==> src/rtl/neopix_frame_scheduler_pkg.sv <==
// Shared constants, state encodings and sizing helpers for the NeoPixel frame scheduler.
package neopix_pkg;

  localparam int unsigned DEF_NUM_LEDS     = 8;
  localparam int unsigned DEF_SYSTEM_CLOCK = 50000000;
  localparam int unsigned DEF_LATCH_US     = 300;
  localparam int unsigned DEF_REFRESH_HZ   = 30;
  localparam int unsigned DEF_BUSY_TIMEOUT = 16;

  localparam int unsigned STATE_W = 3;
  typedef logic [STATE_W-1:0] state_t;

  localparam state_t ST_IDLE      = 3'd0;
  localparam state_t ST_START     = 3'd1;
  localparam state_t ST_WAIT_BUSY = 3'd2;
  localparam state_t ST_BUSY      = 3'd3;
  localparam state_t ST_LATCH     = 3'd4;

  // Wide enough to hold a count equal to NUM_LEDS.
  function automatic int unsigned led_w_f(input int unsigned num_leds);
    return $clog2(num_leds) + 1;
  endfunction

  function automatic int unsigned latch_cycles_f(input int unsigned sys_clk, input int unsigned us);
    int unsigned c;
    c = sys_clk / 1000000 * us;
    return (c == 0) ? 1 : c;
  endfunction

  // A disabled refresh still needs a legal counter reload value.
  function automatic int unsigned refresh_cycles_f(input int unsigned sys_clk, input int unsigned hz);
    return (hz == 0) ? 1 : sys_clk / hz;
  endfunction

  // Bits needed to hold values 0..n-1.
  function automatic int unsigned cnt_w_f(input int unsigned n);
    return (n <= 2) ? 1 : $clog2(n);
  endfunction

endpackage

==> src/rtl/neopix_frame_scheduler_if.sv <==
// Bundle between the scheduler, the SPI frame writer and the ws2812 serialiser.
interface neopix_frame_scheduler_if #(
  parameter int unsigned LED_W = neopix_pkg::led_w_f(neopix_pkg::DEF_NUM_LEDS)
);
  logic             frame_done_i;
  logic [LED_W-1:0] frame_len_i;
  logic             refresh_en_i;
  logic             ws_busy_i;
  logic             ws_start_o;
  logic             disp_bank_o;
  logic             wr_bank_o;
  logic [LED_W-1:0] led_count_o;
  logic             frame_drop_o;
  logic             timeout_o;
  logic             idle_o;

  modport master (
    output frame_done_i, frame_len_i, refresh_en_i, ws_busy_i,
    input  ws_start_o, disp_bank_o, wr_bank_o, led_count_o, frame_drop_o, timeout_o, idle_o
  );

  modport slave (
    input  frame_done_i, frame_len_i, refresh_en_i, ws_busy_i,
    output ws_start_o, disp_bank_o, wr_bank_o, led_count_o, frame_drop_o, timeout_o, idle_o
  );
endinterface

==> src/rtl/neopix_frame_scheduler_dn_counter.sv <==
// Loadable down-counter that saturates at zero; zero_c flags the terminal count.
module neopix_dn_counter #(
  parameter int unsigned W = 8
) (
  input  logic         clk_i,
  input  logic         reset_n_i,
  input  logic         load_i,
  input  logic [W-1:0] load_val_i,
  input  logic         dec_i,
  output logic         zero_c
);

  logic [W-1:0] cnt_q;

  always_ff @(posedge clk_i or negedge reset_n_i) begin
    if (!reset_n_i) begin
      cnt_q <= '0;
    end else if (load_i) begin
      cnt_q <= load_val_i;
    end else if (dec_i && (cnt_q != '0)) begin
      cnt_q <= cnt_q - W'(1);
    end
  end

  assign zero_c = (cnt_q == '0);

endmodule

==> src/rtl/neopix_frame_scheduler.sv <==
// Ping-pong bank owner and transmit sequencer for the ws2812 serialiser.
module neopix_frame_scheduler
  import neopix_pkg::*;
#(
  parameter int unsigned NUM_LEDS     = DEF_NUM_LEDS,
  parameter int unsigned SYSTEM_CLOCK = DEF_SYSTEM_CLOCK,
  parameter int unsigned LATCH_US     = DEF_LATCH_US,
  parameter int unsigned REFRESH_HZ   = DEF_REFRESH_HZ,
  parameter int unsigned BUSY_TIMEOUT = DEF_BUSY_TIMEOUT
) (
  input logic                     clk_i,
  input logic                     reset_n_i,
  neopix_frame_scheduler_if.slave bus
);

  localparam int unsigned LED_W          = led_w_f(NUM_LEDS);
  localparam int unsigned LATCH_CYCLES   = latch_cycles_f(SYSTEM_CLOCK, LATCH_US);
  localparam int unsigned REFRESH_CYCLES = refresh_cycles_f(SYSTEM_CLOCK, REFRESH_HZ);
  localparam int unsigned LATCH_CNT_W    = cnt_w_f(LATCH_CYCLES);
  localparam int unsigned REFRESH_CNT_W  = cnt_w_f(REFRESH_CYCLES);
  localparam int unsigned WAIT_CNT_W     = cnt_w_f(BUSY_TIMEOUT);

  state_t                 state_q, state_d;
  logic                   pending_q, pending_d;
  logic [LED_W-1:0]       pend_len_q, pend_len_d;
  logic                   valid_q, valid_d;
  logic                   wr_bank_q, wr_bank_d;
  logic                   disp_bank_q, disp_bank_d;
  logic [LED_W-1:0]       led_count_q, led_count_d;
  logic                   ws_start_q, ws_start_d;
  logic                   frame_drop_q, frame_drop_d;
  logic                   timeout_q, timeout_d;
  logic                   idle_q, idle_d;
  logic [WAIT_CNT_W-1:0]  wait_cnt_q, wait_cnt_d;

  logic             latch_load, latch_dec, latch_zero;
  logic             refresh_load, refresh_zero;
  logic [LED_W-1:0] len_raw, len_clip;
  logic             capture, pend_eff;
  logic [LED_W-1:0] pend_len_eff;

  neopix_dn_counter #(.W(LATCH_CNT_W)) u_latch_cnt (
    .clk_i      (clk_i),
    .reset_n_i  (reset_n_i),
    .load_i     (latch_load),
    .load_val_i (LATCH_CNT_W'(LATCH_CYCLES - 1)),
    .dec_i      (latch_dec),
    .zero_c     (latch_zero)
  );

  neopix_dn_counter #(.W(REFRESH_CNT_W)) u_refresh_cnt (
    .clk_i      (clk_i),
    .reset_n_i  (reset_n_i),
    .load_i     (refresh_load),
    .load_val_i (REFRESH_CNT_W'(REFRESH_CYCLES - 1)),
    .dec_i      (1'b1),
    .zero_c     (refresh_zero)
  );

  // Frame capture is folded in combinationally so an IDLE frame starts next cycle.
  always_comb begin
    len_raw      = LED_W'(bus.frame_len_i);
    len_clip     = (len_raw > LED_W'(NUM_LEDS)) ? LED_W'(NUM_LEDS) : len_raw;
    capture      = bus.frame_done_i && (len_clip != '0);
    pend_eff     = pending_q || capture;
    pend_len_eff = capture ? len_clip : pend_len_q;
  end

  // Next-state and registered-output decode.
  always_comb begin
    state_d      = state_q;
    pending_d    = pend_eff;
    pend_len_d   = pend_len_eff;
    valid_d      = valid_q;
    wr_bank_d    = wr_bank_q;
    disp_bank_d  = disp_bank_q;
    led_count_d  = led_count_q;
    frame_drop_d = capture && pending_q;
    timeout_d    = 1'b0;
    wait_cnt_d   = wait_cnt_q;
    latch_load   = 1'b0;
    latch_dec    = 1'b0;

    case (state_q)
      ST_IDLE: begin
        if (pend_eff && latch_zero) begin
          state_d     = ST_START;
          disp_bank_d = wr_bank_q;
          wr_bank_d   = ~wr_bank_q;
          led_count_d = pend_len_eff;
          pending_d   = 1'b0;
          valid_d     = 1'b1;
        end else if ((REFRESH_HZ > 0) && bus.refresh_en_i && valid_q && refresh_zero) begin
          state_d = ST_START;
        end
      end
      ST_START: begin
        wait_cnt_d = '0;
        state_d    = ST_WAIT_BUSY;
      end
      ST_WAIT_BUSY: begin
        if (bus.ws_busy_i) begin
          state_d = ST_BUSY;
        end else if (wait_cnt_q == WAIT_CNT_W'(BUSY_TIMEOUT - 1)) begin
          timeout_d = 1'b1;
          state_d   = ST_LATCH;
        end else begin
          wait_cnt_d = wait_cnt_q + WAIT_CNT_W'(1);
        end
      end
      ST_BUSY: begin
        if (!bus.ws_busy_i) begin
          latch_load = 1'b1;
          state_d    = ST_LATCH;
        end
      end
      ST_LATCH: begin
        if (latch_zero) begin
          state_d = ST_IDLE;
        end else begin
          latch_dec = 1'b1;
        end
      end
      default: state_d = ST_IDLE;
    endcase

    refresh_load = (state_q == ST_IDLE) && (state_d == ST_START);
    ws_start_d   = refresh_load;
    idle_d       = (state_d == ST_IDLE);
  end

  always_ff @(posedge clk_i or negedge reset_n_i) begin
    if (!reset_n_i) begin
      state_q      <= ST_IDLE;
      pending_q    <= 1'b0;
      pend_len_q   <= '0;
      valid_q      <= 1'b0;
      wr_bank_q    <= 1'b0;
      disp_bank_q  <= 1'b1;
      led_count_q  <= '0;
      ws_start_q   <= 1'b0;
      frame_drop_q <= 1'b0;
      timeout_q    <= 1'b0;
      idle_q       <= 1'b1;
      wait_cnt_q   <= '0;
    end else begin
      state_q      <= state_d;
      pending_q    <= pending_d;
      pend_len_q   <= pend_len_d;
      valid_q      <= valid_d;
      wr_bank_q    <= wr_bank_d;
      disp_bank_q  <= disp_bank_d;
      led_count_q  <= led_count_d;
      ws_start_q   <= ws_start_d;
      frame_drop_q <= frame_drop_d;
      timeout_q    <= timeout_d;
      idle_q       <= idle_d;
      wait_cnt_q   <= wait_cnt_d;
    end
  end

  assign bus.ws_start_o   = ws_start_q;
  assign bus.disp_bank_o  = disp_bank_q;
  assign bus.wr_bank_o    = wr_bank_q;
  assign bus.led_count_o  = led_count_q;
  assign bus.frame_drop_o = frame_drop_q;
  assign bus.timeout_o    = timeout_q;
  assign bus.idle_o       = idle_q;

endmodule

==> src/flat_wrapper.sv <==
// flat-port wrapper written by rule: the top's interface ports become plain ports
module neopix_frame_scheduler_flat import neopix_pkg::*;
#(
  parameter int unsigned NUM_LEDS     = DEF_NUM_LEDS,
  parameter int unsigned SYSTEM_CLOCK = DEF_SYSTEM_CLOCK,
  parameter int unsigned LATCH_US     = DEF_LATCH_US,
  parameter int unsigned REFRESH_HZ   = DEF_REFRESH_HZ,
  parameter int unsigned BUSY_TIMEOUT = DEF_BUSY_TIMEOUT
)
  (clk_i, reset_n_i, bus_frame_done_i, bus_frame_len_i, bus_refresh_en_i, bus_ws_busy_i, bus_ws_start_o, bus_disp_bank_o, bus_wr_bank_o, bus_led_count_o, bus_frame_drop_o, bus_timeout_o, bus_idle_o);
  neopix_frame_scheduler_if #(.LED_W((4))) bus_i ();
  input logic clk_i;
  input logic reset_n_i;
  input wire logic [$bits(bus_i.frame_done_i)-1:0] bus_frame_done_i;
  input wire logic [$bits(bus_i.frame_len_i)-1:0] bus_frame_len_i;
  input wire logic [$bits(bus_i.refresh_en_i)-1:0] bus_refresh_en_i;
  input wire logic [$bits(bus_i.ws_busy_i)-1:0] bus_ws_busy_i;
  output wire logic [$bits(bus_i.ws_start_o)-1:0] bus_ws_start_o;
  output wire logic [$bits(bus_i.disp_bank_o)-1:0] bus_disp_bank_o;
  output wire logic [$bits(bus_i.wr_bank_o)-1:0] bus_wr_bank_o;
  output wire logic [$bits(bus_i.led_count_o)-1:0] bus_led_count_o;
  output wire logic [$bits(bus_i.frame_drop_o)-1:0] bus_frame_drop_o;
  output wire logic [$bits(bus_i.timeout_o)-1:0] bus_timeout_o;
  output wire logic [$bits(bus_i.idle_o)-1:0] bus_idle_o;
  assign bus_i.frame_done_i = bus_frame_done_i;
  assign bus_i.frame_len_i = bus_frame_len_i;
  assign bus_i.refresh_en_i = bus_refresh_en_i;
  assign bus_i.ws_busy_i = bus_ws_busy_i;
  assign bus_ws_start_o = bus_i.ws_start_o;
  assign bus_disp_bank_o = bus_i.disp_bank_o;
  assign bus_wr_bank_o = bus_i.wr_bank_o;
  assign bus_led_count_o = bus_i.led_count_o;
  assign bus_frame_drop_o = bus_i.frame_drop_o;
  assign bus_timeout_o = bus_i.timeout_o;
  assign bus_idle_o = bus_i.idle_o;
  neopix_frame_scheduler #(.NUM_LEDS(NUM_LEDS), .SYSTEM_CLOCK(SYSTEM_CLOCK), .LATCH_US(LATCH_US), .REFRESH_HZ(REFRESH_HZ), .BUSY_TIMEOUT(BUSY_TIMEOUT)) u_core (.clk_i(clk_i), .reset_n_i(reset_n_i), .bus(bus_i));
endmodule
==> config.mk <==
export PLATFORM = sky130hd
export DESIGN_NAME = neopix_frame_scheduler_flat
export DESIGN_NICKNAME = d
export VERILOG_FILES = /design/src/rtl/neopix_frame_scheduler_pkg.sv /design/src/rtl/neopix_frame_scheduler_if.sv /design/src/rtl/neopix_frame_scheduler_dn_counter.sv /design/src/rtl/neopix_frame_scheduler.sv /design/src/flat_wrapper.sv
export SDC_FILE = /design/constraint.sdc
export NUM_CORES = 1
export LEC_CHECK = 0
export BUFFER_PORTS_ARGS = -buffer_cell sky130_fd_sc_hd__buf_2
export CAP_MARGIN = 10
export CORE_UTILIZATION = 47
export DETAILED_ROUTE_END_ITERATION = 16
export PLACE_DENSITY = 0.68
export REMOVE_ABC_BUFFERS = 1
export SYNTH_ARGS = -nofsm -noshare
export SYNTH_HDL_FRONTEND = slang
export SYNTH_SLANG_ARGS = --single-unit
==> constraint.sdc <==
create_clock -name clk_i -period 7.2 [get_ports clk_i]
set_clock_uncertainty 0.1 [all_clocks]
set_input_delay 1.08 -clock clk_i [delete_from_list [all_inputs] [get_ports clk_i]]
set_output_delay 1.08 -clock clk_i [all_outputs]
set_load 0.03 [all_outputs]
Word-level counts from Yosys, hierarchy flattened:

Cells that the tools add are included.

* add/sub/neg operators: 3
* multiplexer cells: 25
* shift-type cells: 0
* magnitude comparators: 1
* equality and inequality tests: 8
* multiply operators: 0
* reduce and logical (&&, ||, !) cells: 20
* bitwise gates (word level): 1
* divide/modulo/power cells: 0

Operators by type and width (number)
* $mux 21: 2
* $mux 14: 2
* $logic_not 21->1: 1
* $reduce_bool 21->1: 1
* $sub 21x1->21 const B: 1
* $mux 3: 6
* $mux 4: 4
* $pmux 3 s5: 1
* $logic_not 14->1: 1
* $reduce_bool 14->1: 1
* $sub 14x1->14 const B: 1
* $mux 1: 9
* $pmux 4 s2: 1
* $logic_and 1x1->1: 7
* $eq 3x1->1 const B: 2
* $eq 3x2->1 const B: 2
* $logic_not 3->1: 2
* $reduce_bool 2->1: 3
* $add 4x1->4 const B: 1
* $eq 4x4->1 const B: 1
* $gt 4x4->1 const B: 1
* $ne 2x2->1 const B: 2
* $reduce_bool 4->1: 1
* $eq 3x3->1 const B: 1
* other kinds (4): 4

* bits in latches: 0
* memory bits (read-only): 0
* output and inout bits: 10
* input port bits: 9
* memory bits (writable): 0
* logic and storage cells: 72
* register bits: 58
* memories kept: 0

Depth between registers and ports, before layout:

Gate-level depths: netlist of run 1.

* depth in word-level cells: 11
* gate-level depth with buffers: 8
* mapped depth without buffers: 8

Hierarchy:

A second synthesis of run 1 with hierarchy kept.

* cells, all modules: 336
* area total of the unflattened synthesis: 3319.4 µm²

Modules (own cells, without submodules)
* neopix_dn_counter at u_core.u_refresh_cnt: times used 1, sequential area each 525.5 µm², cells an instance 146, area an instance 1373.8 µm²
* neopix_frame_scheduler: times used 1, sequential area each 578.1 µm², cells an instance 87, area an instance 1053.5 µm²
* neopix_dn_counter at u_core.u_latch_cnt: times used 1, sequential area each 350.3 µm², cells an instance 103, area an instance 892.1 µm²

Least setup slack after synthesis of run 1:

OpenSTA, ideal clock, no wires.

* path kind: register to register
* from: register u_core.u_latch_cnt.cnt_q[0]
* to: register u_core.u_refresh_cnt.cnt_q[1]
* stages on the path, launching flop included: 9
* required time: 6975 ps
* slack: 4761 ps
* path buffers: 0
* setup time: 125 ps
* data arrival time: 2215 ps
* clock period less this slack: 2439 ps
* cell sequence: dfrtp_1 inv_1 ha_1 or3b_2 or3_2 nor4_4 a21oi_2 inv_2 a211oi_1

* longest elaborated chain between the ends: 7
* elaborated cells on any way between the ends: 9
* those cells by class: eq/ne (1); mux (4); reduce/logical (4)

Ends and longest elaborated chain
* start, declared: line neopix_frame_scheduler_dn_counter.sv:13 `logic [W-1:0] cnt_q;`
* start signal, assigned: line neopix_frame_scheduler_dn_counter.sv:19 `cnt_q <= load_val_i;`
* start signal, assigned: line neopix_frame_scheduler_dn_counter.sv:21 `cnt_q <= cnt_q - W'(1);`
* $logic_not 14->1 *: line neopix_frame_scheduler_dn_counter.sv:25 `assign zero_c = (cnt_q == '0);`
* $logic_and 1x1->1: line neopix_frame_scheduler.sv:86 `if (pend_eff && latch_zero) begin`
* $mux 3: line neopix_frame_scheduler.sv:86
* $pmux 3 s5 *: line neopix_frame_scheduler.sv:84 `case (state_q)`
* $eq 3x1->1 *: line neopix_frame_scheduler.sv:127 `refresh_load = (state_q == ST_IDLE) && (state_d == ST_START);`
* $logic_and 1x1->1 *: line neopix_frame_scheduler.sv:127
* named net u_core.refresh_load: line neopix_frame_scheduler.sv:37 `logic refresh_load, refresh_zero;`
* $mux 21 / $reduce_bool 2->1 (equally long branches)
* end signal, assigned: line neopix_frame_scheduler_dn_counter.sv:19
* end signal, assigned: line neopix_frame_scheduler_dn_counter.sv:21
* end, declared: line neopix_frame_scheduler_dn_counter.sv:13

Mark *: on every way through the listed nets, which the timed path passes. The rest lies on a longest branch.
A chain may end at the register's enable or synchronous reset.

Worst setup path after layout of run 1:

* from: register u_core.u_latch_cnt.cnt_q[0]
* to: register u_core.u_refresh_cnt.cnt_q[8]

Same word-level chain as after synthesis.

==> report_table.html, run 1 <==
<table>
<tr><th>Metric</th><th>Value</th></tr>
<tr><th colspan="2">Finish</th></tr>
<tr><td>Post-layout instance area</td><td>0.00327 sq mm</td></tr>
<tr><td>Synthesis-to-finish area growth</td><td>12.8%</td></tr>
<tr><td>Net count, final</td><td>329</td></tr>
<tr><td>Antenna cell count</td><td>0</td></tr>
<tr><td>Filler cell count in the final layout</td><td>533</td></tr>
<tr><td>Most common library cell in the layout ignoring fill and taps</td><td>dfrtp_1</td></tr>
<tr><td>Top library cells by usage in the layout, fill and taps aside</td><td>56 x dfrtp_1, 32 x nand2_1, 21 x nor2_1</td></tr>
<tr><td>Fraction of layout instances using a drive strength above 1</td><td>15.3%</td></tr>
<tr><th colspan="2">CTS</th></tr>
<tr><td># clock sinks</td><td>58</td></tr>
<tr><td>Inserted Clock Buffers</td><td>9</td></tr>
<tr><td>Number of buffers inserted by post-CTS setup repair</td><td>0</td></tr>
<tr><td>Post-CTS Hold Buffers</td><td>0</td></tr>
<tr><td>Clk Latency, worst-skew pair</td><td>0.34 ns</td></tr>
<tr><td>Root buffer selected by CTS</td><td>clkbuf_8</td></tr>
<tr><td>Clock tree from TritonCTS</td><td>done</td></tr>
<tr><td>Post-CTS clock slew at the launch and capture registers of the worst setup and hold paths</td><td>0.06 ns</td></tr>
<tr><td>Resize count post-CTS</td><td>0</td></tr>
<tr><td>Number of H-tree levels</td><td>3</td></tr>
<tr><td>Clock Path Buffers</td><td>2</td></tr>
<tr><th colspan="2">Synth</th></tr>
<tr><td>EDFF count, synth</td><td>0</td></tr>
<tr><td>Part of the Yosys area used for sequential elements</td><td>50.2%</td></tr>
<tr><td>Synthesized area per cell</td><td>9.84 sq um</td></tr>
<tr><td>Post-synthesis instance total</td><td>294</td></tr>
<tr><td>Distinct cell type count of the synthesized netlist</td><td>53</td></tr>
<tr><td>Total of warnings raised by yosys</td><td>0</td></tr>
<tr><td>Flip-flop and latch count after synthesis</td><td>58</td></tr>
<tr><td>Mapped Area</td><td>0.00289 sq mm</td></tr>
<tr><td>Post-synthesis async set-or-reset flop share</td><td>100%</td></tr>
<tr><td>Ys flop type</td><td>dfrtp_1</td></tr>
<tr><th colspan="2">Worst setup path</th></tr>
<tr><td>Endpoint type of the worst setup path</td><td>flip-flop</td></tr>
<tr><td>Critical path's slowest cell</td><td>or3_2</td></tr>
<tr><td>Critical path class</td><td>reg -&gt; reg</td></tr>
<tr><td>Beginning of the worst register-to-register path</td><td>u_core.u_latch_cnt.cnt_q[0]</td></tr>
<tr><td>Combined buffer and inverter count along the critical path</td><td>2</td></tr>
<tr><td>Critical Path RT</td><td>7.32 ns</td></tr>
<tr><td>R2R depth</td><td>8</td></tr>
<tr><td>Startpoint kind of the worst setup timing path</td><td>flip-flop</td></tr>
<tr><td>Worst path arrival time</td><td>2.98 ns</td></tr>
<tr><td>Largest driver fanout on the critical path</td><td>12</td></tr>
<tr><td>Launch point of the critical path</td><td>u_core.u_latch_cnt.cnt_q[0]</td></tr>
<tr><td>Setup slack of the worst register-to-register path</td><td>4.34 ns</td></tr>
<tr><td>Largest stage delay on the critical path</td><td>0.51 ns</td></tr>
<tr><td>Critical path, cell by cell</td><td>inv_1, ha_1, or3b_2, or3_2, nor4_4, a21oi_2, inv_2, nor2_1</td></tr>
<tr><td>Critical path's top delay family</td><td>simple AND/OR/NAND/NOR gates</td></tr>
<tr><td>Capturing point of the worst reg2reg path</td><td>u_core.u_refresh_cnt.cnt_q[8]</td></tr>
<tr><th colspan="2">Timing</th></tr>
<tr><td>Count of final max-slew check failures</td><td>0</td></tr>
<tr><td>Slew @ Worst Pin</td><td>0.722 ns</td></tr>
<tr><td>Min Tclk post-route</td><td>2.86 ns</td></tr>
<tr><td>F_max</td><td>350 MHz</td></tr>
<tr><td>Final cycle utilization of the critical path</td><td>39.7%</td></tr>
<tr><td>Final setup violation count</td><td>0</td></tr>
<tr><td>Final count of hold timing violations</td><td>0</td></tr>
<tr><td>Setup total negative slack</td><td>0 ns</td></tr>
<tr><td>Max_slew headroom</td><td>51.9%</td></tr>
<tr><td>Unrepaired setup endpoints after global routing</td><td>false</td></tr>
<tr><th colspan="2">Drt</th></tr>
<tr><td>Total length of routed wires</td><td>5610 um</td></tr>
<tr><td>Vias/cell</td><td>5.70</td></tr>
<tr><td>Avg WL per Cell</td><td>14.2 um</td></tr>
<tr><td>Overall via count from detail_route</td><td>2256</td></tr>
<tr><td>Drc violations</td><td>0</td></tr>
<tr><td>Number of DRC markers in iteration 0</td><td>132</td></tr>
<tr><td>Total iterations of the first detailed-routing run</td><td>4</td></tr>
<tr><td>Number of antenna-violating nets in the routed design</td><td>0</td></tr>
<tr><th colspan="2">Place</th></tr>
<tr><td>Post-detail-place hpwl</td><td>3750 um</td></tr>
<tr><td>Buffers on Ports</td><td>18</td></tr>
<tr><td>GPL Wtd Cong</td><td>0.834</td></tr>
<tr><td>Placement Cell Area</td><td>0.00305 sq mm</td></tr>
<tr><th colspan="2">Min path</th></tr>
<tr><td>Count of cells along the worst hold path</td><td>2</td></tr>
<tr><td>HP Class</td><td>reg -&gt; reg</td></tr>
<tr><td>Sink of the worst hold path</td><td>u_core.bus.disp_bank_o</td></tr>
<tr><td>Startpoint of the most critical hold path</td><td>u_core.bus.disp_bank_o</td></tr>
<tr><th colspan="2">Global route</th></tr>
<tr><td>Total track usage</td><td>20.0%</td></tr>
<tr><td>Pin count of the biggest net entering global routing</td><td>59</td></tr>
<tr><td>Global-route wire length before repair</td><td>9770 um</td></tr>
<tr><td>GRT Residual Overflow</td><td>0</td></tr>
<tr><td>Vias in the first global route</td><td>2074</td></tr>
<tr><td>Antenna violations before repair</td><td>0</td></tr>
<tr><th colspan="2">Power and ir drop</th></tr>
<tr><td>Relative contribution of combinational cells to total power</td><td>3.0%</td></tr>
<tr><td>Internal power consumption</td><td>0.000538 W</td></tr>
<tr><td>Pwr/cell area</td><td>208 mW/mm^2</td></tr>
<tr><td>Switching power share of the total</td><td>21.0%</td></tr>
<tr><td>Clock Power Share</td><td>48.5%</td></tr>
<tr><td>Worst IR drop on VDD</td><td>0.109 mV</td></tr>
<tr><td>Leakage power total</td><td>1.27 nW</td></tr>
<tr><td>Switch Pwr</td><td>0.000143 W</td></tr>
<tr><td>Sequential cell fraction of total power</td><td>48.5%</td></tr>
<tr><th colspan="2">Floorplan</th></tr>
<tr><td>Area inside the core boundary</td><td>0.00592 sq mm</td></tr>
<tr><td>Number of top-level pins</td><td>19</td></tr>
<tr><td>Horiz. Die Dim</td><td>80.5 um</td></tr>
<tr><td>Die Height</td><td>80.5 um</td></tr>
<tr><td>Number of rows created at floorplan</td><td>28</td></tr>
<tr><td>Die Footprint</td><td>0.00648 sq mm</td></tr>
<tr><td>Effective utilization at floorplan</td><td>48.9%</td></tr>
<tr><th colspan="2">Outcome</th></tr>
<tr><td>Status</td><td>complete, no violations</td></tr>
<tr><th colspan="2">Flow run</th></tr>
<tr><td>Max-cap violations</td><td>0</td></tr>
</table>
==> cell usage after synthesis (3+ instances only) <==
cell type,instances,share of area (%)
o21a_1,3,0.78
dfrtp_1,56,48
clkbuf_1,6,0.78
inv_1,9,1.2
nand3_1,10,1.7
nand2b_1,4,0.86
a21oi_1,6,1.0
nand2_1,32,4.2
nor2b_1,3,0.65
o21ai_0,17,2.9
or3_1,5,1.1
nor4_1,6,1.3
nand4_1,3,0.65
xor2_1,15,4.5
xnor2_1,4,1.2
o211ai_1,7,1.8
a31oi_1,3,0.65
a22o_1,4,1.2
nor3_1,18,3.1
nand3b_1,3,0.78
nor2_1,21,2.7
or4_1,3,0.78
ha_1,4,1.7
or2_2,3,0.65
o31ai_1,10,2.6
==> state kept, by name, indices dropped and copies added, names as in the netlist <==
name / count
u_core.bus.led_count_o: 4
u_core.pending_q: 1
u_core.bus.wr_bank_o: 1
u_core.u_latch_cnt.cnt_q: 14
u_core.bus.frame_drop_o: 1
u_core.bus.disp_bank_o: 1
u_core.pend_len_q: 4
u_core.wait_cnt_q: 4
u_core.bus.timeout_o: 1
u_core.bus.idle_o: 1
u_core.state_q: 3
u_core.valid_q: 1
u_core.u_refresh_cnt.cnt_q: 21
u_core.bus.ws_start_o: 1
==> per-layer routing <==
metal | vias to the layer above | share of wire, % | GRT usage [%]
met1 | 1070 | 49 | 26.4
met2 | 49 | 46 | 30.9
met5 | - | 0 | 0
met3 | 11 | 3.6 | 4.43
li1 | 1126 | - | -
met4 | 0 | 2.0 | 9.64
==> power by group through the flow <==
stage          Sequential, W  Combinational [W]  Clock, W
2_1_floorplan       0.000339         0.00000498         0
3_3_place_gp        0.000336          0.0000211         0
3_5_place_dp        0.000336          0.0000211         0
4_1_cts             0.000330          0.0000213  0.000336
5_1_grt             0.000331          0.0000234  0.000350
6_report            0.000330          0.0000206  0.000330
==> kinds of logic (layout without fill, tap and decap cells) <==
group / Yosys count / count (layout) / synth area share [%]
AO/OA/AOI/OAI: 63 / 63 / 14.7
XOR/XNOR: 19 / 19 / 5.75
AND/OR/NAND/NOR: 130 / 130 / 24.2
multiplexers: 2 / 2 / 0.735
adder cells (fa/ha/maj): 4 / 4 / 1.73
buffers and inverters: 18 / 45 / 2.64
flip-flops: 58 / 58 / 50.2
==> per-stage QoR <==
step	total power, W	setup slack (ns)	instances	util [%]	hold WS (ns)
after CTS	0.000688	4.32	396	55.2	0.353
after floorplan	0.000344	4.58	286	-	0.330
after global routing	0.000704	4.18	396	55.2	0.378
final	0.000681	4.34	396	55.2	0.350
after detailed placement	0.000358	4.02	380	51.5	0.343
after global placement	0.000357	4.09	380	51.5	0.342
==> final cells by class <==
cell class / count / area, sq um / share of cell area (%)
inverter: 10 / 37.5 / 1.15
tap: 75 / 93.8 / 2.87
clock inverter: 5 / 77.6 / 2.38
sequential: 58 / 1450 / 44.5
clock buffer: 11 / 141 / 4.33
multi-input combinational: 218 / 1360 / 41.8
timing repair buffer: 19 / 97.6 / 2.99
==> tightest hold or removal path: stages, from the launching register on <==
cell and delay, ns:
dfstp_2 0.37, nand2_1 0.04, nand2_1 0.04
==> how the worst max path moves through the flow <==
| stage | end | slack (ns) | cells past startpoint |
|---|---|---|---|
| finish | u_core.u_refresh_cnt.cnt_q[8] | 4.34 | 8 |
| global route | u_core.u_refresh_cnt.cnt_q[8] | 4.18 | 8 |
| CTS | u_core.u_refresh_cnt.cnt_q[2] | 4.32 | 8 |
| detailed placement | u_core.u_refresh_cnt.cnt_q[1] | 4.02 | 7 |
| global placement | u_core.u_refresh_cnt.cnt_q[1] | 4.09 | 7 |
| floorplan | u_core.u_refresh_cnt.cnt_q[1] | 4.58 | 6 |
(Power assumes the default switching activity.)
==> run 2: changes to the inputs <==
PLACE_DENSITY = 0.71   (was 0.68)
clock period = 2.5 ns   (was 7.2 ns; I/O delays follow)
==> run 2 against run 1 <==
Effect of this change:
- via count increased by 3.7%
- cell count grew 3.8%
- highest routed layer unchanged
- critical path depth decreased by 1
- critical endpoint is now u_core.u_latch_cnt.cnt_q[4]
- clock-buffer cell count is 2 lower
- clock power rose to 2.9 times the previous value
- die area is the same
- routed wire length rose by 4.5%
- critical path type unchanged
- utilization up 1.9 points
- combinational power grew to 2.9 times the previous value
- worst setup slack worse by 4.2 ns
==> report_table.html, run 2 (synthesized netlist as in run 1, its figures left out) <==
<table>
<tr><th>Metric</th><th>Value</th></tr>
<tr><th colspan="2">Finish</th></tr>
<tr><td>Max FFs per register</td><td>21 (unchanged)</td></tr>
<tr><td>Synthesis-to-finish area growth</td><td>16.8% (was 12.8%)</td></tr>
<tr><td>Top library cells by usage in the layout, fill and taps aside</td><td>56 x dfrtp_1, 32 x nand2_1, 21 x nor2_1 (unchanged)</td></tr>
<tr><td>Post-layout instance area</td><td>0.00338 sq mm (was 0.00327 sq mm)</td></tr>
<tr><td>Area occupied by registers</td><td>0.00145 sq mm (unchanged)</td></tr>
<tr><td>Fraction of layout instances using a drive strength above 1</td><td>19.3% (was 15.3%)</td></tr>
<tr><td>Most common library cell in the layout ignoring fill and taps</td><td>dfrtp_1 (unchanged)</td></tr>
<tr><td>Largest registers</td><td>u_core.u_refresh_cnt.cnt_q x21, u_core.u_latch_cnt.cnt_q x14 (unchanged)</td></tr>
<tr><td>Area of the multi-input gates</td><td>0.00136 sq mm (unchanged)</td></tr>
<tr><td>Antenna cell count</td><td>0 (unchanged)</td></tr>
<tr><td>Filler cell count in the final layout</td><td>524 (was 533)</td></tr>
<tr><td>Reg with most FFs</td><td>u_core.u_refresh_cnt.cnt_q (unchanged)</td></tr>
<tr><td>Net count, final</td><td>344 (was 329)</td></tr>
<tr><th colspan="2">Timing</th></tr>
<tr><td>Min Tclk post-route</td><td>2.32 ns (was 2.86 ns)</td></tr>
<tr><td>Worst setup slack after layout</td><td>0.176 ns (was 4.34 ns)</td></tr>
<tr><td>Setup total negative slack</td><td>0 ns (unchanged)</td></tr>
<tr><td>Max_slew headroom</td><td>50.9% (was 51.9%)</td></tr>
<tr><td>Final setup violation count</td><td>0 (unchanged)</td></tr>
<tr><td>Slew @ Worst Pin</td><td>0.737 ns (was 0.722 ns)</td></tr>
<tr><td>Final cycle utilization of the critical path</td><td>93.0% (was 39.7%)</td></tr>
<tr><td>Count of final max-slew check failures</td><td>0 (unchanged)</td></tr>
<tr><td>Unrepaired setup endpoints after global routing</td><td>false (unchanged)</td></tr>
<tr><td>F_max</td><td>430 MHz (was 350 MHz)</td></tr>
<tr><td>Final count of hold timing violations</td><td>0 (unchanged)</td></tr>
<tr><th colspan="2">Outcome</th></tr>
<tr><td>Status</td><td>complete, no violations (unchanged)</td></tr>
<tr><th colspan="2">Worst setup path</th></tr>
<tr><td>Endpoint type of the worst setup path</td><td>flip-flop (unchanged)</td></tr>
<tr><td>Critical Path RT</td><td>2.61 ns (was 7.32 ns)</td></tr>
<tr><td>Critical path, cell by cell</td><td>inv_1, ha_1, or3b_2, or3_2, o21ai_1, xor2_1, nand2_1 (was inv_1, ha_1, or3b_2, or3_2, nor4_4, a21oi_2, inv_2, nor2_1)</td></tr>
<tr><td>Beginning of the worst register-to-register path</td><td>u_core.u_latch_cnt.cnt_q[0] (unchanged)</td></tr>
<tr><td>Critical path's slowest cell</td><td>or3b_2 (was or3_2)</td></tr>
<tr><td>Largest driver fanout on the critical path</td><td>4 (was 12)</td></tr>
<tr><td>Launch point of the critical path</td><td>u_core.u_latch_cnt.cnt_q[0] (unchanged)</td></tr>
<tr><td>Worst path arrival time</td><td>2.43 ns (was 2.98 ns)</td></tr>
<tr><td>Critical path class</td><td>reg -&gt; reg (unchanged)</td></tr>
<tr><td>Largest stage delay on the critical path</td><td>0.49 ns (was 0.51 ns)</td></tr>
<tr><td>Startpoint kind of the worst setup timing path</td><td>flip-flop (unchanged)</td></tr>
<tr><th colspan="2">Place</th></tr>
<tr><td>Buffers on Ports</td><td>18 (unchanged)</td></tr>
<tr><td>Post-detail-place hpwl</td><td>3980 um (was 3750 um)</td></tr>
<tr><td>Pre-CTS setup slack</td><td>0.0602 ns (was 4.02 ns)</td></tr>
<tr><td>Placement Cell Area</td><td>0.00316 sq mm (was 0.00305 sq mm)</td></tr>
<tr><td>GPL Wtd Cong</td><td>0.828 (was 0.834)</td></tr>
<tr><th colspan="2">Global route</th></tr>
<tr><td>Vias in the first global route</td><td>2192 (was 2074)</td></tr>
<tr><td>Pin count of the biggest net entering global routing</td><td>59 (unchanged)</td></tr>
<tr><td>Total track usage</td><td>20.4% (was 20.0%)</td></tr>
<tr><td>Antenna violations before repair</td><td>0 (unchanged)</td></tr>
<tr><td>GRT Residual Overflow</td><td>0 (unchanged)</td></tr>
<tr><td>Global-route wire length before repair</td><td>9930 um (was 9770 um)</td></tr>
<tr><th colspan="2">Min path</th></tr>
<tr><td>HP Class</td><td>in -&gt; async (was reg -&gt; reg)</td></tr>
<tr><th colspan="2">Floorplan</th></tr>
<tr><td>Effective utilization at floorplan</td><td>48.9% (unchanged)</td></tr>
<tr><td>Die Height</td><td>80.5 um (unchanged)</td></tr>
<tr><td>Number of top-level pins</td><td>19 (unchanged)</td></tr>
<tr><td>Number of rows created at floorplan</td><td>28 (unchanged)</td></tr>
<tr><td>Die Footprint</td><td>0.00648 sq mm (unchanged)</td></tr>
<tr><td>Area inside the core boundary</td><td>0.00592 sq mm (unchanged)</td></tr>
<tr><td>Horiz. Die Dim</td><td>80.5 um (unchanged)</td></tr>
<tr><th colspan="2">Power and ir drop</th></tr>
<tr><td>Pwr/cell area</td><td>582 mW/mm^2 (was 208 mW/mm^2)</td></tr>
<tr><td>Leakage power total</td><td>1.34 nW (was 1.27 nW)</td></tr>
<tr><td>Worst IR drop on VDD</td><td>0.381 mV (was 0.109 mV)</td></tr>
<tr><th colspan="2">CTS</th></tr>
<tr><td>Inserted Clock Buffers</td><td>9 (unchanged)</td></tr>
<tr><td>Clock tree from TritonCTS</td><td>done (unchanged)</td></tr>
<tr><td>Number of H-tree levels</td><td>3 (unchanged)</td></tr>
<tr><td>Number of buffers inserted by post-CTS setup repair</td><td>0 (unchanged)</td></tr>
<tr><td>Post-CTS clock slew at the launch and capture registers of the worst setup and hold paths</td><td>0.07 ns (was 0.06 ns)</td></tr>
<tr><td>Root buffer selected by CTS</td><td>clkbuf_8 (unchanged)</td></tr>
<tr><td>Clk Latency, worst-skew pair</td><td>0.34 ns (about the same)</td></tr>
<tr><td># clock sinks</td><td>58 (unchanged)</td></tr>
<tr><td>Clock Path Buffers</td><td>2 (unchanged)</td></tr>
<tr><th colspan="2">Drt</th></tr>
<tr><td>Avg WL per Cell</td><td>14.3 um (was 14.2 um)</td></tr>
<tr><td>Number of DRC markers in iteration 0</td><td>82 (was 132)</td></tr>
<tr><td>Overall via count from detail_route</td><td>2339 (was 2256)</td></tr>
<tr><td>Total length of routed wires</td><td>5860 um (was 5610 um)</td></tr>
<tr><td>Drc violations</td><td>0 (unchanged)</td></tr>
<tr><td>Total iterations of the first detailed-routing run</td><td>4 (unchanged)</td></tr>
<tr><td>Vias/cell</td><td>5.69 (was 5.70)</td></tr>
<tr><td>Number of antenna-violating nets in the routed design</td><td>0 (unchanged)</td></tr>
<tr><th colspan="2">Flow run</th></tr>
<tr><td>Max-cap violations</td><td>0 (unchanged)</td></tr>
</table>
-- run 2: what timing repair did --
item,4_1_cts,5_1_grt
hold buffers,0,0
setup endpoints to repair,0,12
gates resized for setup,0,2
hold endpoints to repair,0,0
-- run 2: critical path, delay by kind of cell (launching register included) --
kind                       cells  cell delay (ns)
AOI/OAI and AO/OA              1             0.26
xor gates and xnor gates       1             0.17
adders and majority gates      1             0.16
buffers and inverters          1             0.09
DFF                            1             0.37
and+or+nand+nor                3             1.04
-- run 2: area by class of cell --
type / count / share of cell area (%)
flip-flops and latches: 58 / 43.0
inverters: 10 / 1.18
well taps: 75 / 2.78
clock inverters: 7 / 2.78
repair buffers: 34 / 6.22
multi-input cells: 218 / 40.4
clock buffers: 9 / 3.67
-- run 2: worst paths after layout --
path | end | slack (ns) | depth (start not counted)
min | u_core.bus.led_count_o[3] | 0.05 | 2
min reg2reg | u_core.bus.led_count_o[2] | 0.36 | 2
min in group clk_i | u_core.bus.timeout_o | 0.19 | 2
max in group asynchronous | u_core.u_latch_cnt.cnt_q[3] | 1.73 | 2
max | u_core.u_latch_cnt.cnt_q[4] | 0.18 | 7
max reg2reg | u_core.u_latch_cnt.cnt_q[4] | 0.18 | 7
-- run 2: per-stage QoR --
| step | instances | util, % | total power [W] | hold WS [ns] |
|---|---|---|---|---|
| 2_1_floorplan | 286 | - | 0.000990 | -0.0206 |
| 4_1_cts | 411 | 57.0 | 0.00199 | 0.0976 |
| 3_3_place_gp | 395 | 53.4 | 0.00103 | 0.345 |
| 3_5_place_dp | 395 | 53.4 | 0.00103 | 0.345 |
| 6_report | 411 | 57.1 | 0.00197 | 0.0547 |
| 5_1_grt | 411 | 57.1 | 0.00204 | 0.152 |
-- run 2: where the power goes --
group,switching (W),internal (W),total [W]
Combinational,0.0000424,0.0000168,0.0000592
Clock,0.000397,0.000558,0.000955
Sequential,0.00000341,0.000948,0.000951
-- run 2: layer usage --
metal	GRT usage, %	wire [um]	share of wire, %
met1	26.1	2740	47
met5	0	0	0
met3	6.48	245	4.2
met2	31.4	2800	48
met4	9.11	83	1.4
==> run 3: changes to the inputs <==
CORE_ASPECT_RATIO = 2   (was not set)
==> run 3 against run 2 <==
Effect of this change:
- worst hold slack improved by 0.053 ns
- routed wire length grew 12%
- clock power is 13% higher
- die area is 0.29% higher
- critical endpoint unchanged
- sequential power is essentially flat
- design area grew 1.3%
- global-route usage grew 2.4 points
- critical path depth did not move
- the flow now finishes with violations (DRC)
- first-iteration DRC count up 66%
- largest cell class unchanged
- highest routed layer unchanged
- cell count shrank 2.4%
- clock-buffer cell count rose by 7
==> report_table.html, run 3 (synthesized netlist as in run 1, its figures left out) <==
<table>
<tr><th>Metric</th><th>Value</th></tr>
<tr><th colspan="2">Worst setup path</th></tr>
<tr><td>Critical path class</td><td>reg -&gt; reg (unchanged)</td></tr>
<tr><td>Critical Path RT</td><td>2.59 ns (was 2.61 ns)</td></tr>
<tr><td>Worst path arrival time</td><td>2.45 ns (was 2.43 ns)</td></tr>
<tr><td>Startpoint kind of the worst setup timing path</td><td>flip-flop (unchanged)</td></tr>
<tr><td>Largest driver fanout on the critical path</td><td>4 (unchanged)</td></tr>
<tr><td>Endpoint type of the worst setup path</td><td>flip-flop (unchanged)</td></tr>
<tr><th colspan="2">Finish</th></tr>
<tr><td>Top library cells by usage in the layout, fill and taps aside</td><td>56 x dfrtp_1, 32 x nand2_1, 21 x nor2_1 (unchanged)</td></tr>
<tr><td>Net count, final</td><td>346 (was 344)</td></tr>
<tr><td>Filler cell count in the final layout</td><td>530 (was 524)</td></tr>
<tr><td>Most common library cell in the layout ignoring fill and taps</td><td>dfrtp_1 (unchanged)</td></tr>
<tr><td>Area of the multi-input gates</td><td>0.00136 sq mm (unchanged)</td></tr>
<tr><td>Max FFs per register</td><td>21 (unchanged)</td></tr>
<tr><td>Reg with most FFs</td><td>u_core.u_refresh_cnt.cnt_q (unchanged)</td></tr>
<tr><td>Post-route non-filler standard cell count</td><td>401 (was 411)</td></tr>
<tr><td>Area occupied by registers</td><td>0.00145 sq mm (unchanged)</td></tr>
<tr><td>Synthesis-to-finish area growth</td><td>18.3% (was 16.8%)</td></tr>
<tr><td>Antenna cell count</td><td>0 (unchanged)</td></tr>
<tr><td>Fraction of layout instances using a drive strength above 1</td><td>18.0% (was 19.3%)</td></tr>
<tr><td>Largest registers</td><td>u_core.u_refresh_cnt.cnt_q x21, u_core.u_latch_cnt.cnt_q x14 (unchanged)</td></tr>
<tr><td>Post-route core utilization</td><td>57.5% (was 57.1%)</td></tr>
<tr><th colspan="2">Timing</th></tr>
<tr><td>Final cycle utilization of the critical path</td><td>94.4% (was 93.0%)</td></tr>
<tr><td>Slew @ Worst Pin</td><td>0.752 ns (was 0.737 ns)</td></tr>
<tr><td>Min Tclk post-route</td><td>2.36 ns (was 2.32 ns)</td></tr>
<tr><td>Final setup violation count</td><td>0 (unchanged)</td></tr>
<tr><td>Count of final max-slew check failures</td><td>0 (unchanged)</td></tr>
<tr><td>Worst setup slack after layout</td><td>0.140 ns (was 0.176 ns)</td></tr>
<tr><td>Final count of hold timing violations</td><td>0 (unchanged)</td></tr>
<tr><td>Setup total negative slack</td><td>0 ns (unchanged)</td></tr>
<tr><td>Unrepaired setup endpoints after global routing</td><td>false (unchanged)</td></tr>
<tr><td>Max_slew headroom</td><td>49.9% (was 50.9%)</td></tr>
<tr><td>F_max</td><td>424 MHz (was 430 MHz)</td></tr>
<tr><th colspan="2">Floorplan</th></tr>
<tr><td>Die Height</td><td>113 um (was 80.5 um)</td></tr>
<tr><td>Area inside the core boundary</td><td>0.00596 sq mm (was 0.00592 sq mm)</td></tr>
<tr><td>Effective utilization at floorplan</td><td>48.6% (was 48.9%)</td></tr>
<tr><td>Number of rows created at floorplan</td><td>40 (was 28)</td></tr>
<tr><td>Number of top-level pins</td><td>19 (unchanged)</td></tr>
<tr><td>Die Footprint</td><td>0.00649 sq mm (was 0.00648 sq mm)</td></tr>
<tr><td>Horiz. Die Dim</td><td>57.5 um (was 80.5 um)</td></tr>
<tr><th colspan="2">Global route</th></tr>
<tr><td>Pin count of the biggest net entering global routing</td><td>59 (unchanged)</td></tr>
<tr><td>Global-route wire length before repair</td><td>11200 um (was 9930 um)</td></tr>
<tr><td>Total track usage</td><td>22.8% (was 20.4%)</td></tr>
<tr><td>Antenna violations before repair</td><td>0 (unchanged)</td></tr>
<tr><td>Vias in the first global route</td><td>2467 (was 2192)</td></tr>
<tr><td>GRT Residual Overflow</td><td>0 (unchanged)</td></tr>
<tr><th colspan="2">Place</th></tr>
<tr><td>Pre-CTS setup slack</td><td>0.0470 ns (was 0.0602 ns)</td></tr>
<tr><td>Post-detail-place hpwl</td><td>4620 um (was 3980 um)</td></tr>
<tr><td>Buffers on Ports</td><td>18 (unchanged)</td></tr>
<tr><td>GPL Wtd Cong</td><td>0.920 (was 0.828)</td></tr>
<tr><td>Number of cells in the design after placement</td><td>384 (was 395)</td></tr>
<tr><th colspan="2">CTS</th></tr>
<tr><td>Root buffer selected by CTS</td><td>clkbuf_16 (was clkbuf_8)</td></tr>
<tr><td>Post-CTS clock slew at the launch and capture registers of the worst setup and hold paths</td><td>0.05 ns (was 0.07 ns)</td></tr>
<tr><td>Clock Path Buffers</td><td>2 (unchanged)</td></tr>
<tr><td>Number of H-tree levels</td><td>3 (unchanged)</td></tr>
<tr><td>Inserted Clock Buffers</td><td>9 (unchanged)</td></tr>
<tr><td># clock sinks</td><td>58 (unchanged)</td></tr>
<tr><td>Clock tree from TritonCTS</td><td>done (unchanged)</td></tr>
<tr><td>Clk Latency, worst-skew pair</td><td>0.33 ns (was 0.34 ns)</td></tr>
<tr><th colspan="2">Min path</th></tr>
<tr><td>HP Class</td><td>in -&gt; async (unchanged)</td></tr>
<tr><th colspan="2">Power and ir drop</th></tr>
<tr><td>Clock Power Share</td><td>51.5% (was 48.6%)</td></tr>
<tr><td>Leakage power total</td><td>1.37 nW (was 1.34 nW)</td></tr>
<tr><td>Worst IR drop on VDD</td><td>0.491 mV (was 0.381 mV)</td></tr>
<tr><td>Sequential cell fraction of total power</td><td>45.7% (was 48.4%)</td></tr>
<tr><td>Final Total Pwr</td><td>0.00209 W (was 0.00197 W)</td></tr>
<tr><td>Relative contribution of combinational cells to total power</td><td>2.9% (was 3.0%)</td></tr>
<tr><td>Pwr/cell area</td><td>610 mW/mm^2 (was 582 mW/mm^2)</td></tr>
<tr><td>Switch Pwr</td><td>0.000426 W (was 0.000442 W)</td></tr>
<tr><td>Switching power share of the total</td><td>20.4% (was 22.5%)</td></tr>
<tr><td>Internal power consumption</td><td>0.00166 W (was 0.00152 W)</td></tr>
<tr><th colspan="2">Drt</th></tr>
<tr><td>Total iterations of the first detailed-routing run</td><td>12 (was 4)</td></tr>
<tr><td>Vias/cell</td><td>5.83 (was 5.69)</td></tr>
<tr><td>Total length of routed wires</td><td>6580 um (was 5860 um)</td></tr>
<tr><td>Overall via count from detail_route</td><td>2338 (was 2339)</td></tr>
<tr><td>Number of antenna-violating nets in the routed design</td><td>0 (unchanged)</td></tr>
<tr><td>Avg WL per Cell</td><td>16.4 um (was 14.3 um)</td></tr>
<tr><td>Drc violations</td><td>1 (was 0)</td></tr>
<tr><td>Number of DRC markers in iteration 0</td><td>136 (was 82)</td></tr>
<tr><th colspan="2">Flow run</th></tr>
<tr><td>Max-cap violations</td><td>0 (unchanged)</td></tr>
<tr><th colspan="2">Outcome</th></tr>
<tr><td>Failing checks</td><td>DRC</td></tr>
<tr><td>Status</td><td>finished with violations (was complete, no violations)</td></tr>
</table>
run 3: final cells by class:
class | instances | share of cell area, %
multi-input cells | 218 | 39.8
clock buffers | 16 | 7.64
inverters | 10 | 1.10
well taps | 63 | 2.30
flip-flops and latches | 58 | 42.5
repair buffers | 36 | 6.69
run 3: repair_timing:
action	4_1_cts	5_1_grt
hold buffers	0	0
setup endpoints to repair	1	13
resized for setup	1	2
setup buffers	0	1
pin swaps	0	1
run 3: path summary, 6_finish.rpt:
kind                                               endpoint  cells past startpoint  slack (ns)                        start
worst max-delay path            u_core.u_latch_cnt.cnt_q[4]                      7        0.14  u_core.u_latch_cnt.cnt_q[0]
worst min-delay path              u_core.bus.led_count_o[3]                      2        0.11                    reset_n_i
max in group asynchronous              u_core.bus.timeout_o                      2        1.70                    reset_n_i
worst max register to register  u_core.u_latch_cnt.cnt_q[4]                      7        0.14  u_core.u_latch_cnt.cnt_q[0]
worst min register to register       u_core.bus.disp_bank_o                      2        0.35       u_core.bus.disp_bank_o
min in group clk_i                     u_core.bus.timeout_o                      2        0.21                bus_ws_busy_i
run 3: metal layers:
| layer | share of wire (%) | vias up | GRT usage (%) |
|---|---|---|---|
| met1 | 38 | 1139 | 23.2 |
| met4 | 3.4 | 0 | 14.5 |
| met3 | 2.4 | 15 | 5.03 |
| li1 | - | 1149 | - |
| met5 | 0 | - | 0 |
| met2 | 56 | 35 | 40.6 |
run 3: per-stage QoR:
step	area, sq um	hold WS [ns]
2_1_floorplan	2860	-0.0206
3_3_place_gp	3150	0.341
3_5_place_dp	3150	0.345
4_1_cts	3410	0.121
5_1_grt	3420	0.162
6_report	3420	0.107
run 3: critical path, stage by stage (launching register included):
cell and delay, ns:
dfrtp_1 0.37, inv_1 0.09, ha_1 0.16, or3b_2 0.49, or3_2 0.50, o21ai_1 0.29
xor2_1 0.17, nand2_1 0.06
run 3: power by group through the flow:
stage          Clock, W  Sequential, W  Combinational, W
3_3_place_gp          0       0.000969         0.0000599
5_1_grt         0.00115       0.000954         0.0000676
4_1_cts         0.00111       0.000954         0.0000615
3_5_place_dp          0       0.000969         0.0000614
6_report        0.00108       0.000954         0.0000602
2_1_floorplan         0       0.000976         0.0000143
